===== src/rtl/vga_timing_pkg.sv =====
`default_nettype none
// ============================================================================
// Module      : vga_timing_pkg
// Description : Shared VGA timing constants (800x600 @ 60 Hz, 40 MHz pixel
//               clock) and a helper that sums the four segments of a line or
//               frame. Renderers and frame_clock users import this package so
//               they all see one definition of the timing.
// Revision    : 1.0 - initial release
// ============================================================================
package vga_timing_pkg;

    // Counter width and the largest total the counters can represent
    localparam int c_CNT_W     = 11;
    localparam int c_CNT_LIMIT = 2048;

    // Horizontal timing, in pixel clocks
    localparam int c_H_ACTIVE  = 800;
    localparam int c_H_FP      = 40;
    localparam int c_H_SYNC    = 128;
    localparam int c_H_BP      = 88;

    // Vertical timing, in lines
    localparam int c_V_ACTIVE  = 600;
    localparam int c_V_FP      = 1;
    localparam int c_V_SYNC    = 4;
    localparam int c_V_BP      = 23;

    // 1 = sync pulses are active-high
    localparam int c_SYNC_POL  = 1;

    // Total length of one line or one frame from its four segments
    function automatic int timing_total(input int active, input int fp,
                                        input int sync, input int bp);
        return active + fp + sync + bp;
    endfunction

    localparam int c_H_TOTAL   = c_H_ACTIVE + c_H_FP + c_H_SYNC + c_H_BP;  // 1056
    localparam int c_V_TOTAL   = c_V_ACTIVE + c_V_FP + c_V_SYNC + c_V_BP;  // 628

endpackage
`default_nettype wire


===== src/rtl/vga_timing_gen_wrap_counter.sv =====
`default_nettype none
// ============================================================================
// Module      : wrap_counter
// Description : Generic up-counter that wraps from MAX back to 0. Besides the
//               registered count it exposes the value it will load on the
//               next clock, so a parent can decode registered strobes that
//               line up with the count in the same cycle.
// Ports       : clk      - clock
//               rst_n    - asynchronous active-low reset (count -> 0)
//               i_en     - count enable
//               o_count  - current (registered) count
//               o_next   - value loaded on the next clock edge
//               o_tc     - terminal count: o_count == MAX
// Revision    : 1.0 - initial release
// ============================================================================
module wrap_counter #(
    parameter int WIDTH = 11,
    parameter int MAX   = 1055
) (
    input  logic             clk,
    input  logic             rst_n,
    input  logic             i_en,
    output logic [WIDTH-1:0] o_count,
    output logic [WIDTH-1:0] o_next,
    output logic             o_tc
);

    localparam logic [WIDTH-1:0] c_MAX = WIDTH'(MAX);

    logic [WIDTH-1:0] r_count;

    always_comb begin
        o_tc   = (r_count == c_MAX);
        o_next = r_count;
        if (i_en) begin
            o_next = o_tc ? '0 : r_count + WIDTH'(1);
        end
    end

    always_ff @(posedge clk or negedge rst_n) begin
        if (!rst_n) begin
            r_count <= '0;
        end else begin
            r_count <= o_next;
        end
    end

    assign o_count = r_count;

endmodule
`default_nettype wire


===== src/rtl/vga_timing_gen.sv =====
`default_nettype none
// ============================================================================
// Module      : vga_timing_gen
// Description : VGA raster timing generator. Two wrapping counters walk the
//               pixel column and line; sync, blanking, display-enable and
//               end-of-frame strobes are decoded from the counters' next
//               values and registered, so every output is a flop and is
//               aligned with the hcount/vcount shown in the same cycle.
// Ports       : pclk      - pixel clock
//               rst_n     - asynchronous active-low reset
//               hcount    - current pixel column (11 bit)
//               vcount    - current line (11 bit)
//               hsync     - horizontal sync, polarity set by SYNC_POL
//               vsync     - vertical sync, polarity set by SYNC_POL
//               hblnk     - horizontal blanking (hcount >= H_ACTIVE)
//               vblnk     - vertical blanking (vcount >= V_ACTIVE)
//               de        - display enable (visible pixel)
//               frame_end - one-cycle pulse on the last pixel of a frame
// Revision    : 1.0 - initial release
// ============================================================================
module vga_timing_gen
    import vga_timing_pkg::*;
#(
    parameter int H_ACTIVE = c_H_ACTIVE,
    parameter int H_FP     = c_H_FP,
    parameter int H_SYNC   = c_H_SYNC,
    parameter int H_BP     = c_H_BP,
    parameter int V_ACTIVE = c_V_ACTIVE,
    parameter int V_FP     = c_V_FP,
    parameter int V_SYNC   = c_V_SYNC,
    parameter int V_BP     = c_V_BP,
    parameter int SYNC_POL = c_SYNC_POL
) (
    input  logic               pclk,
    input  logic               rst_n,
    output logic [c_CNT_W-1:0] hcount,
    output logic [c_CNT_W-1:0] vcount,
    output logic               hsync,
    output logic               vsync,
    output logic               hblnk,
    output logic               vblnk,
    output logic               de,
    output logic               frame_end
);

    localparam int c_HTOT = timing_total(H_ACTIVE, H_FP, H_SYNC, H_BP);
    localparam int c_VTOT = timing_total(V_ACTIVE, V_FP, V_SYNC, V_BP);

    // Decode compares are done one bit wider than the counters so a boundary
    // equal to 2048 (legal for a sync end) does not alias to 0.
    localparam int c_EW = c_CNT_W + 1;

    localparam logic [c_EW-1:0]    c_H_ACT_E  = c_EW'(H_ACTIVE);
    localparam logic [c_EW-1:0]    c_HS_BEG_E = c_EW'(H_ACTIVE + H_FP);
    localparam logic [c_EW-1:0]    c_HS_END_E = c_EW'(H_ACTIVE + H_FP + H_SYNC);
    localparam logic [c_EW-1:0]    c_V_ACT_E  = c_EW'(V_ACTIVE);
    localparam logic [c_EW-1:0]    c_VS_BEG_E = c_EW'(V_ACTIVE + V_FP);
    localparam logic [c_EW-1:0]    c_VS_END_E = c_EW'(V_ACTIVE + V_FP + V_SYNC);
    localparam logic [c_CNT_W-1:0] c_H_LAST   = c_CNT_W'(c_HTOT - 1);
    localparam logic               c_SYNC_ACT = (SYNC_POL != 0);

    // Counters are 11 bits; a line must also be at least two pixels so that
    // the last pixel of a line is never also a wrap into the next one.
    if (c_HTOT > c_CNT_LIMIT || c_VTOT > c_CNT_LIMIT || c_HTOT < 2 || c_VTOT < 1)
    begin : g_bad_totals
        $error("vga_timing_gen: H_TOTAL=%0d / V_TOTAL=%0d outside 2..2048 / 1..2048",
               c_HTOT, c_VTOT);
    end

    logic [c_CNT_W-1:0] w_h_next;
    logic [c_CNT_W-1:0] w_v_next;
    logic               w_h_tc;
    logic               w_v_tc;

    wrap_counter #(
        .WIDTH (c_CNT_W),
        .MAX   (c_HTOT - 1)
    ) u_hcnt (
        .clk     (pclk),
        .rst_n   (rst_n),
        .i_en    (1'b1),
        .o_count (hcount),
        .o_next  (w_h_next),
        .o_tc    (w_h_tc)
    );

    // Lines advance only on the edge where the column wraps.
    wrap_counter #(
        .WIDTH (c_CNT_W),
        .MAX   (c_VTOT - 1)
    ) u_vcnt (
        .clk     (pclk),
        .rst_n   (rst_n),
        .i_en    (w_h_tc),
        .o_count (vcount),
        .o_next  (w_v_next),
        .o_tc    (w_v_tc)
    );

    logic [c_EW-1:0] w_h_ext;
    logic [c_EW-1:0] w_v_ext;
    logic            w_hblnk_d;
    logic            w_vblnk_d;
    logic            w_hsync_on;
    logic            w_vsync_on;
    logic            w_frame_end_d;

    always_comb begin
        w_h_ext    = {1'b0, w_h_next};
        w_v_ext    = {1'b0, w_v_next};
        w_hblnk_d  = (w_h_ext >= c_H_ACT_E);
        w_vblnk_d  = (w_v_ext >= c_V_ACT_E);
        w_hsync_on = (w_h_ext >= c_HS_BEG_E) && (w_h_ext < c_HS_END_E);
        w_vsync_on = (w_v_ext >= c_VS_BEG_E) && (w_v_ext < c_VS_END_E);
        // If the next column is the last one, the line is not wrapping on
        // this edge, so the next line equals the current line and the
        // current-line terminal count tells us it is the last line.
        w_frame_end_d = (w_h_next == c_H_LAST) && w_v_tc;
    end

    always_ff @(posedge pclk or negedge rst_n) begin
        if (!rst_n) begin
            hsync     <= ~c_SYNC_ACT;
            vsync     <= ~c_SYNC_ACT;
            hblnk     <= 1'b0;
            vblnk     <= 1'b0;
            de        <= 1'b0;
            frame_end <= 1'b0;
        end else begin
            hsync     <= w_hsync_on ? c_SYNC_ACT : ~c_SYNC_ACT;
            vsync     <= w_vsync_on ? c_SYNC_ACT : ~c_SYNC_ACT;
            hblnk     <= w_hblnk_d;
            vblnk     <= w_vblnk_d;
            de        <= ~w_hblnk_d & ~w_vblnk_d;
            frame_end <= w_frame_end_d;
        end
    end

endmodule
`default_nettype wire

===== config.mk =====
export PLATFORM = sky130hd
export DESIGN_NAME = vga_timing_gen
export DESIGN_NICKNAME = d
export VERILOG_FILES = /design/src/rtl/vga_timing_pkg.sv /design/src/rtl/vga_timing_gen_wrap_counter.sv /design/src/rtl/vga_timing_gen.sv
export SDC_FILE = /design/constraint.sdc
export NUM_CORES = 1
export LEC_CHECK = 0
export CAP_MARGIN = 40
export CORE_ASPECT_RATIO = 0.8
export CORE_MARGIN = 4
export CORE_UTILIZATION = 47
export CTS_CLUSTER_SIZE = 40
export DETAILED_ROUTE_END_ITERATION = 16
export PLACE_DENSITY = 0.75
export SLEW_MARGIN = 5
export SYNTH_ARGS = -nofsm -noshare
export SYNTH_HDL_FRONTEND = slang
export SYNTH_SLANG_ARGS = --single-unit

===== constraint.sdc =====
create_clock -name pclk -period 2.2 [get_ports pclk]
set_input_delay 0.66 -clock pclk [delete_from_list [all_inputs] [get_ports pclk]]
set_output_delay 0.66 -clock pclk [all_outputs]
set_load 0.005 [all_outputs]

==> results.txt, run 1 <==
* Final number of max-transition violations: 0
- In this run the mean area of a mapped cell was 9.36 um^2.
- Number of routed nets with antenna violations: 0
- Sequential-to-total area share from yosys stat: 40.2%
- Post-synthesis cell area: 0.00174 mm^2
- TritonCTS built the clock tree.
- Simple-gate share of the synthesized area: 29.5%
- The placed instances occupy a cell area of 0.00222 mm^2.
- Worst setup path category: flop to flop
- Portion of netlist area occupied by mux cells: 1.29%
* Synth-to-layout area growth: 34.3%
- The finished layout holds 279 standard cells, fillers aside.
- Maximum level of the CTS H-tree: 1
- The worst setup path is captured at a flop.
- Final Hold Fails: 0
- Clock latency on the worst-skew pair: 0.27 ns
- The floorplan step defined a die boundary enclosing 0.00475 mm^2.
- The clock network is responsible for 37.7% of the overall power.
- The worst hold path belongs to the class flop to flop.
- Transition time at the pin with the least slew margin: 0.347 ns
- The number of antenna violations at the first check in global routing came to 0.
* Final routed wire length divided by cell count: 16.4 um
- Setup repair after global routing missed its margin: yes
* Cell count after placement: 273
* Area of the core: 0.00349 mm^2
* Mapped Cells: 186
- Crit Path Max Fanout: 3
- Synth Area in Compound Gates: 13.9%
- After clock tree synthesis, the clock-pin slew on the worst setup and hold paths is 0.09 ns.
* #FFs+latches synth: 28
- The number of nets in the synthesized netlist is 191.
* Max-cap violation count: 0
- The initial utilization of the core area, before any placement, comes to 49.8%.
- Dividing total power by cell area gives a power density of 361 mW/mm^2.
- N_diodes: 0
- On the final layout, the worst hold slack is 0.595 ns.
- Yosys printed 0 warnings.
- Ports placed on the boundary: 30
* Wire length of the first global-routing pass: 7940 um
* Count of flip-flops with a built-in enable after synthesis: 0
- Setup violations remaining at the end of the flow were counted as 0.
- In the routed layout, each cell is associated on average with a via count of 5.94.
- STA puts the critical path data arrival time at 2.32 ns.
* Top library cells by usage in the layout, fill and taps aside: sky130_fd_sc_hd__clkdlybuf4s50_1 (29), sky130_fd_sc_hd__dfrtp_1 (28), sky130_fd_sc_hd__buf_4 (28), sky130_fd_sc_hd__nand2_1 (13), sky130_fd_sc_hd__o21ai_0 (12)
- Hpwl dp: 3420 um
- Vias: 1656
- Peak VDD IR: 0.000316 V
* GR Util All Layers: 19.9%
* Cell-internal power: 0.677 mW
- Net switching is 19.9% of the power.
- Highest attainable clock frequency: 463 MHz
- Net Switching: 0.169 mW
- Starting DRC count in detailed routing: 168
- Most frequent standard cell in the layout excluding fill and tap cells: sky130_fd_sc_hd__clkdlybuf4s50_1
- Number of detailed-routing iterations run before antenna repair: 4
- CTS buffer count: 3
- Via count of the first global-routing pass: 1583
- Startpoint Class: flop
* Share of power burned in registers: 60.8%
- Clk Tree Root Cell: sky130_fd_sc_hd__clkbuf_8
- Dominant combinational cell family by area after synthesis: simple AND/OR/NAND/NOR gates
- # DRC: 0
* Slew Limit Headroom: 76.5%
- The total overflow left after global routing is 0.
* Proportion of power drawn by combinational gates: 1.5%
* Hold-fix buffer count after cts: 0
- Share of the clock period used by the worst path: 98.2%
- On the final layout, the worst clock skew is 0.00306 ns.
* Layout cell share with drive strength beyond 1: 22.8%
- Width of the die: 76.1 um
- Synthesized-area fraction occupied by adder cells: 2.16%
- Share of synthesized flip-flops with an asynchronous set or reset: 100%
- The initialized floorplan defines 19 standard-cell rows.
- The synthesized netlist contains 51 unique library cells.
- Cell area after layout: 0.00234 mm^2
- In this run the vertical extent of the chip is 62.4 um.
- In this run the deepest clock path goes through 2 buffers.
- For this design, the sink count on the clock tree is 28.
- Quantity of I/O buffers inserted on ports: 29
* Share of the core filled with cells: 67.0%
- At the worst endpoint, the required time is 2.36 ns.
- The analysis attributes to cell leakage a power of 0.984 nW.
* Most used flip-flop cell after synthesis: sky130_fd_sc_hd__dfrtp_1
- In the final design database the tool counted 243 nets.
- Routability-driven placement finished with a final weighted congestion of 0.922.
- The flow ran to the end, and the final reports show no timing, DRC or antenna violations.
* Fraction of synthesized cell area in xor and xnor cells: 8.05%
- The worst path in the final design needs a cycle of 2.16 ns, including I/O delays and setup.
* Total Wirelength: 4590 um
- Entering global routing, the biggest net connects 29 pins.
[metal layers]
metal,up-vias,track usage (%),routed length (um)
li1,780,-,-
met1,804,29.1,2070
met2,68,30.9,2180
met3,4,4.47,310
met4,0,3.06,31
met5,-,0,0
[critical path, stage by stage, from the launching register on]
cell                      delay (ns)
sky130_fd_sc_hd__dfrtp_1        0.39
sky130_fd_sc_hd__or4_4          0.54
sky130_fd_sc_hd__nor4_4         0.26
sky130_fd_sc_hd__buf_4          0.17
sky130_fd_sc_hd__nor2_1         0.06
sky130_fd_sc_hd__a32o_1         0.26
sky130_fd_sc_hd__nor3_2         0.27
sky130_fd_sc_hd__nor4_1         0.09
[synthesized netlist by cell type, types with 3 or more instances]
| cell type | number | area [um^2] |
|---|---|---|
| sky130_fd_sc_hd__and3_1 | 3 | 18.8 |
| sky130_fd_sc_hd__o21ai_0 | 12 | 60.1 |
| sky130_fd_sc_hd__nand3_1 | 9 | 45.0 |
| sky130_fd_sc_hd__dfrtp_1 | 28 | 701 |
| sky130_fd_sc_hd__nor3_1 | 8 | 40.0 |
| sky130_fd_sc_hd__nor2_1 | 12 | 45.0 |
| sky130_fd_sc_hd__clkbuf_1 | 5 | 18.8 |
| sky130_fd_sc_hd__nor4_1 | 3 | 18.8 |
| sky130_fd_sc_hd__ha_1 | 3 | 37.5 |
| sky130_fd_sc_hd__xnor2_1 | 9 | 78.8 |
| sky130_fd_sc_hd__nand2_1 | 13 | 48.8 |
| sky130_fd_sc_hd__nand3b_1 | 3 | 22.5 |
| sky130_fd_sc_hd__inv_1 | 7 | 26.3 |
| sky130_fd_sc_hd__nand2b_1 | 4 | 25.0 |
| sky130_fd_sc_hd__a21oi_1 | 8 | 40.0 |
| sky130_fd_sc_hd__xor2_1 | 7 | 61.3 |
| sky130_fd_sc_hd__nand4_1 | 11 | 68.8 |
[flip-flops by register name (all words and copies together) (netlist names)]
signal,cells
vsync,1
hsync,1
hblnk,1
de,1
vblnk,1
u_hcnt.o_count,11
u_vcnt.o_count,11
frame_end,1
[cell families (layout without fill, tap and decap cells)]
group,count (synthesis),after routing
adder cells (fa/ha/maj),3,3
multiplexers,2,2
XOR/XNOR,16,16
flip-flops,28,28
AO/OA/AOI/OAI,36,36
buffers and inverters,17,68
AND/OR/NAND/NOR,84,84
[area by class of cell]
cell class / instances / area, um^2
fill: 279 / 1150
multi-input combinational: 141 / 1000
sequential: 28 / 701
timing repair buffer: 57 / 500
clock buffer: 4 / 55.1
tap: 42 / 52.6
inverter: 7 / 26.3
[repair_timing]
item | in CTS | in global routing
setup buffers | 0 | 2
resized for setup | 1 | 9
pin swaps | 0 | 2
cloned | 0 | 0
setup endpoints to repair | 1 | 3
[final timing paths]
path | startpoint | endpoint | slack (ns) | cells after the start
min in group asynchronous | rst_n | hblnk$_DFF_PN0_ | 0.76 | 2
worst max-delay path | u_vcnt.o_count[7]$_DFF_PN0_ | vsync$_DFF_PN0_ | 0.04 | 7
max in group asynchronous | rst_n | u_vcnt.o_count[2]$_DFF_PN0_ | 1.17 | 2
worst min-delay path | u_hcnt.o_count[0]$_DFF_PN0_ | u_hcnt.o_count[0]$_DFF_PN0_ | 0.59 | 2
worst max register to register | u_vcnt.o_count[7]$_DFF_PN0_ | vsync$_DFF_PN0_ | 0.04 | 7
worst min register to register | u_hcnt.o_count[0]$_DFF_PN0_ | u_hcnt.o_count[0]$_DFF_PN0_ | 0.59 | 2
[power groups by stage]
stage / registers, mW / logic, mW / clock network, mW
5_1_grt: 0.514 / 0.0154 / 0.348
6_report: 0.514 / 0.0128 / 0.319
3_3_place_gp: 0.524 / 0.0136 / 0
2_1_floorplan: 0.525 / 0.000000343 / 0
4_1_cts: 0.514 / 0.0140 / 0.335
3_5_place_dp: 0.524 / 0.0139 / 0
[through the flow]
| stage | power, mW | setup TNS [ns] | setup slack, ns |
|---|---|---|---|
| detailed placement | 0.538 | -0.0443 | -0.0443 |
| CTS | 0.863 | 0 | 0.0115 |
| floorplan | 0.525 | 0 | 0.0307 |
| global route | 0.878 | -0.0127 | -0.0127 |
| global placement | 0.538 | -0.00279 | -0.00279 |
| finish | 0.846 | 0 | 0.0392 |
No activity file was read; power rests on OpenSTA's default activity.
==> run 2: changes to the inputs <==
--- a/config.mk
+++ b/config.mk
@@ -5,13 +5,14 @@
 export SDC_FILE = /design/constraint.sdc
 export NUM_CORES = 1
 export LEC_CHECK = 0
+export ABC_CLOCK_PERIOD_IN_PS = 2430
 export CAP_MARGIN = 40
 export CORE_ASPECT_RATIO = 0.8
 export CORE_MARGIN = 4
-export CORE_UTILIZATION = 47
+export CORE_UTILIZATION = 52
 export CTS_CLUSTER_SIZE = 40
 export DETAILED_ROUTE_END_ITERATION = 16
-export PLACE_DENSITY = 0.75
+export PLACE_DENSITY = 0.79
 export SLEW_MARGIN = 5
 export SYNTH_ARGS = -nofsm -noshare
 export SYNTH_HDL_FRONTEND = slang
==> constraint.sdc (replaced) <==
create_clock -name pclk -period 2.43 [get_ports pclk]
set_input_delay 0.729 -clock pclk [delete_from_list [all_inputs] [get_ports pclk]]
set_output_delay 0.729 -clock pclk [all_outputs]
set_load 0.005 [all_outputs]
==> results.txt, run 2 (same netlist as run 1, synthesis figures left out) <==
- Result of the run: finished, final reports clean (unchanged).
* Number of antenna violations at the first check in global routing: 0 (unchanged)
- Worst setup EP type: flop (unchanged)
* Clock-pin slew on the worst setup and hold paths: 0.09 ns (about the same)
* Number of fill cells in the layout: 263 (was 279)
- The core footprint is 0.00315 mm^2 (was 0.00349 mm^2).
- Slack of the critical path: 0.175 ns (was 0.0392 ns)
- The longest individual stage delay on the worst path is 0.48 ns (was 0.54 ns).
- The via-per-instance ratio was 5.98 (was 5.94).
- The most common cell after layout, fill and taps aside is sky130_fd_sc_hd__clkdlybuf4s50_1 (unchanged).
* Maximum number of pins on one net before global-route repair: 29 (unchanged)
- Hpwl dp: 3070 um (was 3420 um)
- Aggregate global routing overflow: 0 (unchanged)
- The cell family with the largest share of critical-path delay was simple AND/OR/NAND/NOR gates (unchanged).
- The worst hold path class was flop to flop (unchanged).
- Setup crit start: u_vcnt.o_count[1]$_DFF_PN0_ (was u_vcnt.o_count[7]$_DFF_PN0_)
* Worst setup path category: flop to flop (unchanged)
- Static leakage power: 0.861 nW (was 0.984 nW)
* Clock tree from TritonCTS: built (unchanged)
- The maximum vdd drop is 0.000332 V (was 0.000316 V).
* Register Area: 703 um^2 (was 701 um^2)
* Arrival time reported for the critical path endpoint: 2.40 ns (was 2.32 ns)
* Vias: 1544 (was 1656)
* Max-cap violation count: 0 (unchanged)
* CP bufs+invs: 0 (was 1)
- The final hold slack is 0.524 ns (was 0.595 ns).
* Clock Sink Count: 28 (unchanged)
- Cell area after placement: 0.00210 mm^2 (was 0.00222 mm^2)
- The total global routing track utilization was 21.2% (was 19.9%).
- The sum of internal, switching and leakage power was 0.720 mW (was 0.846 mW).
- Highest attainable clock frequency: 443 MHz (was 463 MHz)
- N_diodes: 0 (unchanged)
- The footprint of the multi-input gates came to 983 um^2 (was 0.00100 mm^2).
- The cell with the largest stage delay on the worst path was sky130_fd_sc_hd__dfrtp_1 (was sky130_fd_sc_hd__or4_4).
- Final Hold Fails: 0 (unchanged)
- The via count of the first global-routing pass is 1474 (was 1583).
* Reg-to-reg startpoint: u_vcnt.o_count[1]$_DFF_PN0_ (was u_vcnt.o_count[7]$_DFF_PN0_)
- Synth-to-layout area growth: 24.6% (was 34.3%)
- Die Ht: 59.8 um (was 62.4 um)
* Transition time at the pin with the least slew margin: 0.456 ns (was 0.347 ns)
- Total Wirelength: 4060 um (was 4590 um)
- Final routed wire length divided by cell count: 15.8 um (was 16.4 um)
- The placer's final routability congestion estimate was 0.909 (was 0.922).
* Cell area after layout: 0.00217 mm^2 (was 0.00234 mm^2)
- Largest buffer count on any clock path: 2 (unchanged)
* Crit Path Max Fanout: 8 (was 3)
- The endpoint of the most critical setup path is vsync$_DFF_PN0_ (unchanged).
- CTS buffer count: 3 (unchanged)
- Worst reg2reg path endpoint: vsync$_DFF_PN0_ (unchanged)
- The layout cell share with drive strength beyond 1 came to 15.6% (was 22.8%).
- Startpoint Class: flop (unchanged)
* Power density over the cells: 332 mW/mm^2 (was 361 mW/mm^2)
- The starting density of the core is 55.2% (was 49.8%).
- Number of routed nets with antenna violations: 0 (unchanged)
- Width of the die: 72.7 um (was 76.1 um)
- The worst-case register-to-register setup slack is 0.17 ns (was 0.04 ns).
- Clock latency on the worst-skew pair: 0.27 ns (about the same)
- Worst setup slack before clock tree synthesis: 0.0727 ns (was -0.0443 ns)
* Top library cells by usage in the layout, fill and taps aside: sky130_fd_sc_hd__clkdlybuf4s50_1 (29), sky130_fd_sc_hd__dfrtp_1 (26), sky130_fd_sc_hd__nand2_1 (13), sky130_fd_sc_hd__nor2_1 (12), sky130_fd_sc_hd__o21ai_0 (12) (was sky130_fd_sc_hd__clkdlybuf4s50_1 (29), sky130_fd_sc_hd__dfrtp_1 (28), sky130_fd_sc_hd__buf_4 (28), sky130_fd_sc_hd__nand2_1 (13), sky130_fd_sc_hd__o21ai_0 (12))
- # DRC: 0 (unchanged)
- The number of max-slew violations in the final report came to 0 (unchanged).
* Row count: 18 (was 19)
- The remaining max-slew budget at the tightest pin was 69.6% (was 76.5%).
* Required arrival time at the worst endpoint: 2.58 ns (was 2.36 ns)
* Setup repair after global routing missed its margin: no (was yes)
- Setup violation total in the final timing report: 0 (unchanged)
- The first-pass GRT wire length came to 7020 um (was 7940 um).
- Starting DRC count in detailed routing: 101 (was 168)
- The number of port buffers is 29 (unchanged).
- The die area came to 0.00435 mm^2 (was 0.00475 mm^2).
- The count of cell instances traversed by the critical path was 7 (unchanged).
- The number of post-CTS setup repair buffers was 0 (unchanged).
- Final Net Count: 225 (was 243)
- The cell count of the worst reg-to-reg path is 7 (unchanged).
- Sequence of cells on the critical path: ha_2, nand4_1, nor4_4, nor2_1, a32o_1, nor3_1, nor4_1 (was or4_4, nor4_4, buf_4, nor2_1, a32o_1, nor3_2, nor4_1)
* Number of detailed-routing iterations run before antenna repair: 4 (unchanged)
- Post-Route Setup TNS: 0 ns (unchanged)
- The root buffer cell is sky130_fd_sc_hd__clkbuf_8 (unchanged).
- The number of H-tree branching levels came to 1 (unchanged).
* Share of the clock period used by the worst path: 92.8% (was 98.2%)
* Ports placed on the boundary: 30 (unchanged)
* Min cycle time layout: 2.26 ns (was 2.16 ns)
* Worst-case clock skew: 0.00477 ns (was 0.00306 ns)
==> run 2: cell count changes in the layout (fill, tap and decap cells not counted), sizes merged <==
cell / change
clkbuf: -1
buf: -18
==> run 2: stage by stage <==
stage / instances / utilization (%)
6_report: 258 / 68.8
4_1_cts: 258 / 67.9
5_1_grt: 258 / 68.8
3_5_place_dp: 255 / 66.5
3_3_place_gp: 255 / 66.5
2_1_floorplan: 186 / -
==> run 2: worst min-delay path by stage <==
| stage | start | to | slack (ns) | cells past startpoint |
|---|---|---|---|---|
| final | u_hcnt.o_count[0]$_DFF_PN0_ | u_hcnt.o_count[0]$_DFF_PN0_ | 0.52 | 1 |
| after CTS | u_hcnt.o_count[0]$_DFF_PN0_ | u_hcnt.o_count[0]$_DFF_PN0_ | 0.58 | 1 |
| after detailed placement | u_hcnt.o_count[0]$_DFF_PN0_ | u_hcnt.o_count[0]$_DFF_PN0_ | 0.55 | 1 |
| after global routing | u_hcnt.o_count[0]$_DFF_PN0_ | u_hcnt.o_count[0]$_DFF_PN0_ | 0.57 | 1 |
| after global placement | u_hcnt.o_count[0]$_DFF_PN0_ | u_hcnt.o_count[0]$_DFF_PN0_ | 0.52 | 1 |
| after floorplan | rst_n | de$_DFF_PN0_ | 0.43 | 0 |
==> run 2: repair_timing <==
action	CTS	global route
setup endpoints to repair	0	5
hold buffers	0	0
resized for setup	0	8
==> run 2: per-layer routing <==
metal  wire length [um]  track usage [%]  vias up
met3                297             5.71        7
met4                 46             6.32        0
met1               1800             28.4      733
li1                   -                -      739
met5                  0                0        -
met2               1920             33.8       65
==> run 2: cell type report <==
class | instances | share of cell area, %
clock buffer | 3 | 1.90
inverter | 7 | 1.21
multi-input combinational | 141 | 45.3
sequential | 28 | 32.4
tap | 40 | 2.31
timing repair buffer | 39 | 16.8
==> run 2: where the power goes <==
group	total (mW)	internal [mW]	switching, mW
clock network	0.243	0.111	0.132
registers	0.465	0.465	0
logic	0.0114	0.00245	0.00895
total	0.720	0.579	0.141
